### config.mk
export PLATFORM = sky130hd
export DESIGN_NAME = hs_skid_reg
export DESIGN_NICKNAME = d
export VERILOG_FILES = /design/src/rtl/hs_skid_reg.sv
export SDC_FILE = /design/constraint.sdc
export NUM_CORES = 1
export LEC_CHECK = 0
export BUFFER_PORTS_ARGS = -buffer_cell sky130_fd_sc_hd__buf_2
export CAP_MARGIN = 40
export CORE_ASPECT_RATIO = 0.75
export CORE_MARGIN = 2
export CORE_UTILIZATION = 30
export CTS_CLUSTER_DIAMETER = 150
export CTS_CLUSTER_SIZE = 10
export DETAILED_ROUTE_END_ITERATION = 16
export MAX_ROUTING_LAYER = met4
export PLACE_DENSITY = 0.5
export SYNTH_ARGS = -nofsm -noshare
export SYNTH_HDL_FRONTEND = slang
export SYNTH_SLANG_ARGS = --single-unit
### constraint.sdc
create_clock -name clk -period 2.4 [get_ports clk]
set_input_delay 0.24 -clock clk [delete_from_list [all_inputs] [get_ports clk]]
set_output_delay 0.24 -clock clk [all_outputs]
set_load 0.01 [all_outputs]
### src/rtl/hs_skid_reg.sv
// Two-entry valid/ready register slice: registered in_rdy/out_vld, one-cycle latency, full throughput.
// Optional backpressure stall counter is built when HS_SKID_REG_STATS_EN is defined.
module hs_skid_reg #(
  parameter int WIDTH    = 8,
  parameter bit PH_S_RST = 1'b1
) (
  input  logic             clk,
  input  logic             a_rst,
  input  logic             s_rst,
  input  logic [WIDTH-1:0] in_dat,
  input  logic             in_vld,
  output logic             in_rdy,
  output logic [WIDTH-1:0] out_dat,
  output logic             out_vld,
  input  logic             out_rdy
`ifdef HS_SKID_REG_STATS_EN
  ,
  output logic [15:0]      stall_cnt
`endif
);

  typedef enum logic [1:0] {
    EMPTY = 2'd0,
    ONE   = 2'd1,
    FULL  = 2'd2
  } state_t;

  state_t           state, state_nxt;
  logic [WIDTH-1:0] main_reg, main_nxt;
  logic [WIDTH-1:0] skid_reg, skid_nxt;
  logic             s_clr;
  logic             in_acc;
  logic             out_acc;

  assign s_clr   = (s_rst == PH_S_RST);

  // Handshake outputs come from the state register only, so neither out_rdy
  // nor in_vld has a combinational path to any output.
  assign out_vld = (state != EMPTY);
  assign in_rdy  = (state != FULL);
  assign out_dat = main_reg;

  assign in_acc  = in_vld & in_rdy;
  assign out_acc = out_vld & out_rdy;

  always_comb begin
    // NOTE: every signal gets its hold value first so no path through the case can infer a latch.
    state_nxt = state;
    main_nxt  = main_reg;
    skid_nxt  = skid_reg;
    if (s_clr) begin
      state_nxt = EMPTY;
      main_nxt  = '0;
      skid_nxt  = '0;
    end else begin
      unique case (state)
        EMPTY: begin
          if (in_acc) begin
            state_nxt = ONE;
            main_nxt  = in_dat;
          end
        end
        ONE: begin
          if (in_acc && out_acc) begin
            main_nxt = in_dat;
          end else if (in_acc) begin
            state_nxt = FULL;
            skid_nxt  = in_dat;
          end else if (out_acc) begin
            state_nxt = EMPTY;
          end
        end
        FULL: begin
          // in_rdy is low here, so only the drain side can move.
          if (out_acc) begin
            state_nxt = ONE;
            main_nxt  = skid_reg;
          end
        end
        default: state_nxt = EMPTY;
      endcase
    end
  end

  // NOTE: the data registers are reset too, because out_dat must read 0 while a_rst is held.
  always_ff @(posedge clk or posedge a_rst) begin
    if (a_rst) begin
      state    <= EMPTY;
      main_reg <= '0;
      skid_reg <= '0;
    end else begin
      // NOTE: non-blocking assignments keep all registers updating from the same pre-edge values.
      state    <= state_nxt;
      main_reg <= main_nxt;
      skid_reg <= skid_nxt;
    end
  end

`ifdef HS_SKID_REG_STATS_EN
  // Counts cycles with a word presented but refused; saturates rather than wrapping.
  always_ff @(posedge clk or posedge a_rst) begin
    if (a_rst) begin
      stall_cnt <= '0;
    end else if (s_clr) begin
      stall_cnt <= '0;
    end else if (out_vld && !out_rdy && (stall_cnt != 16'hFFFF)) begin
      stall_cnt <= stall_cnt + 16'd1;
    end
  end
`endif

endmodule

==> impl_metrics.yaml <==
floorplanning:
  fp.coreArea_um2: 3020
  ioPinCount: 23
  initial_core_util_pct: 32.4
  die_x_um: 69.9
  fp-row-count: 17
  die_area_um2: 3740
  die_h_um: 53.5
grt:
  grt_use_met2_pct: 19.7
  busiest_layer: "met2"
  grt_pass1_wl_mm: 3.56
  grt_max_degree: 19
  grt_overflow: 0
  grtUsageTotal_pct: 13.2
  met1_usage_pct: 17.8
  met3_usage_pct: 4.57
  antenna_found_initial: 0
  first_global_vias: 708
synth:
  ys_ff_latch: 18
  synth_top_cell_area_share_pct: 46.0
  synth_area_um2: 978
  synth_cell_types: 22
  synthCells: 93
  syn_nets: 106
  yosys_warnings: 0
  yosysSeqAreaShare_pct: 46.0
  synth_top_cell_by_area: "dfrtp_1"
  synth.avg_cell_area_um2: 10.5
  ys_top_cells_by_area: "dfrtp_1, o31ai_2, mux2i_1"
layout:
  nets: 129
  antenna_cells: 0
  final_area_um2: 1150
  areaGrowthSynthToFinish_pct: 17.8
  fill_cells: 320
  fin_cells: 152
  drive_gt1_share_pct: 34.2
timing:
  rsz0062_at_grt: "no"
  fin_crit_sh_pct: 65.0
  hold_violations: 0
  slew_violations: 0
  skew_ns: 0.00114
  setup_viol: 0
  layout_min_cycle_time_ns: 1.56
  max_freq_ghz: 0.641
  fin_setup_tns_ns: 0
  worst_pin_slew_ns: 0.695
  relSlewSlack_pct: 53.6
  setup_ws_ns: 0.841
drt:
  dr.pass1.iters: 4
  ant_nets: 0
  drt_iter0_drc: 13
  vias: 760
  wl_per_cell_um: 13.8
  vias_per_cell: 5.00
  wirelength_mm: 2.09
  drc_errors: 0
power:
  ir_drop_uv: 289
  power.total_mw: 0.646
  p_per_area_nw_per_um2: 561
  leakagePower_nw: 0.500
cts:
  htreeDepth: 1
  cts_sinks: 18
  cts_resized: 0
  clock_latency_ns: 0.25
  ctsRootBufferMaster: "clkbuf_8"
  clockBufferDepth: 2
  cts_made_buffers: 3
  path_clk_slew_ns: 0.06
  cts_tree: "done"
  post_cts_buffers: 0
  postCtsHoldBufs: 0
placed_design:
  dpl.hpwl_mm: 1.55
  placedCellCount: 149
  placed_cell_area_um2: 1110
  pre_cts_slack_ns: 0.859
  numPortBuffers: 22
  gp_congestion: 0.766
setup_path:
  crit_chain: "nand2b_1 -> o211a_1 -> o31ai_2"
  crit_slowest_cell: "o211a_1"
  critPathMaxFanout: 10
  critPathKind: "flop to flop"
  cp_slowest_stage_delay_ns: 0.44
  crit_arrival_ns: 1.72
  cp.required_ns: 2.56
  worst_setup_path_start_kind: "flop"
  end_kind: "flop"
flow_run:
  drv_cap: 0
min_path:
  hold_path.class: "input port to async pin"
run_status:
  status: "complete, no violations"
final cells by class:
type	instances	area, um^2	share of cell area [%]
Clock buffer	3	41.3	3.58
Tap cell	38	47.5	4.13
Sequential cell	18	450	39.1
Multi-Input combinational cell	64	462	40.1
Timing Repair Buffer	26	140	12.2
Inverter	3	11.3	0.977
synthesized netlist by cell type:
| cell type | number |
|---|---|
| buf_1 | 1 |
| or2_1 | 1 |
| buf_6 | 3 |
| nand2b_2 | 1 |
| inv_1 | 2 |
| buf_2 | 2 |
| clkbuf_1 | 2 |
| nand3b_1 | 1 |
| nand2b_1 | 1 |
| mux2i_1 | 8 |
| nor4bb_1 | 1 |
| o21a_1 | 1 |
| nor2b_1 | 2 |
| inv_2 | 1 |
| or3b_1 | 1 |
| o211a_1 | 1 |
| nand4bb_1 | 1 |
| nand2_1 | 18 |
| o31ai_2 | 8 |
| o2111ai_1 | 8 |
| a21oi_1 | 11 |
| dfrtp_1 | 18 |
where the power goes:
part	total, mW	switching (mW)	internal (mW)
logic	0.108	0.0631	0.0452
clock network	0.207	0.0953	0.111
registers	0.331	0.0108	0.320
total	0.646	0.169	0.477
per-layer routing:
metal	up-vias	share of wire, %
met2	24	41
met4	0	0
met3	0	5.9
li1	382	-
met1	354	53
met5	-	0
worst paths after layout:
path / startpoint / end / slack [ns] / cells after the start
hold / removal: a_rst / skid_reg[7] / 0.08 / 2
max in group asynchronous: a_rst / out_dat[1] / 1.87 / 2
setup reg to reg: state[1] / out_dat[1] / 0.84 / 3
hold reg to reg: skid_reg[6] / skid_reg[6] / 0.52 / 2
setup / recovery: state[1] / out_dat[1] / 0.84 / 3
min in group clk: in_dat[2] / skid_reg[2] / 0.23 / 3
cells by family after synthesis:
group | Yosys count | share of synthesized area [%]
AO/OA/AOI/OAI | 29 | 24.8
AND/OR/NAND/NOR | 27 | 14.2
flip-flops | 18 | 46.0
buffers and inverters | 11 | 6.78
multiplexers | 8 | 8.18
worst max-delay path: cells and delay by family, from the launching register on:
family / cells / cell delay (ns)
AO/OA/AOI/OAI: 2 / 0.71
flip-flops: 1 / 0.43
AND/OR/NAND/NOR: 1 / 0.33
layout by cell type, fill, tap and decap left out:
master	count
inv_2	1
mux2i_1	8
nor4bb_1	1
o2111ai_1	8
or3b_1	1
buf_2	22
a21oi_1	11
nand3b_1	1
nand2b_1	1
clkbuf_8	3
nor2b_1	2
o21a_1	1
or2_1	1
buf_4	4
dfrtp_1	18
nand2b_2	1
nand2_1	18
nand4bb_1	1
inv_1	2
o211a_1	1
o31ai_2	8
stage by stage:
step,hold slack (ns),utilization (%)
2_1_floorplan,0.179,-
3_3_place_gp,0.381,36.8
3_5_place_dp,0.383,36.8
4_1_cts,0.109,38.2
5_1_grt,0.147,38.2
6_report,0.0846,38.2
No activity file was read; power rests on OpenSTA's default activity.
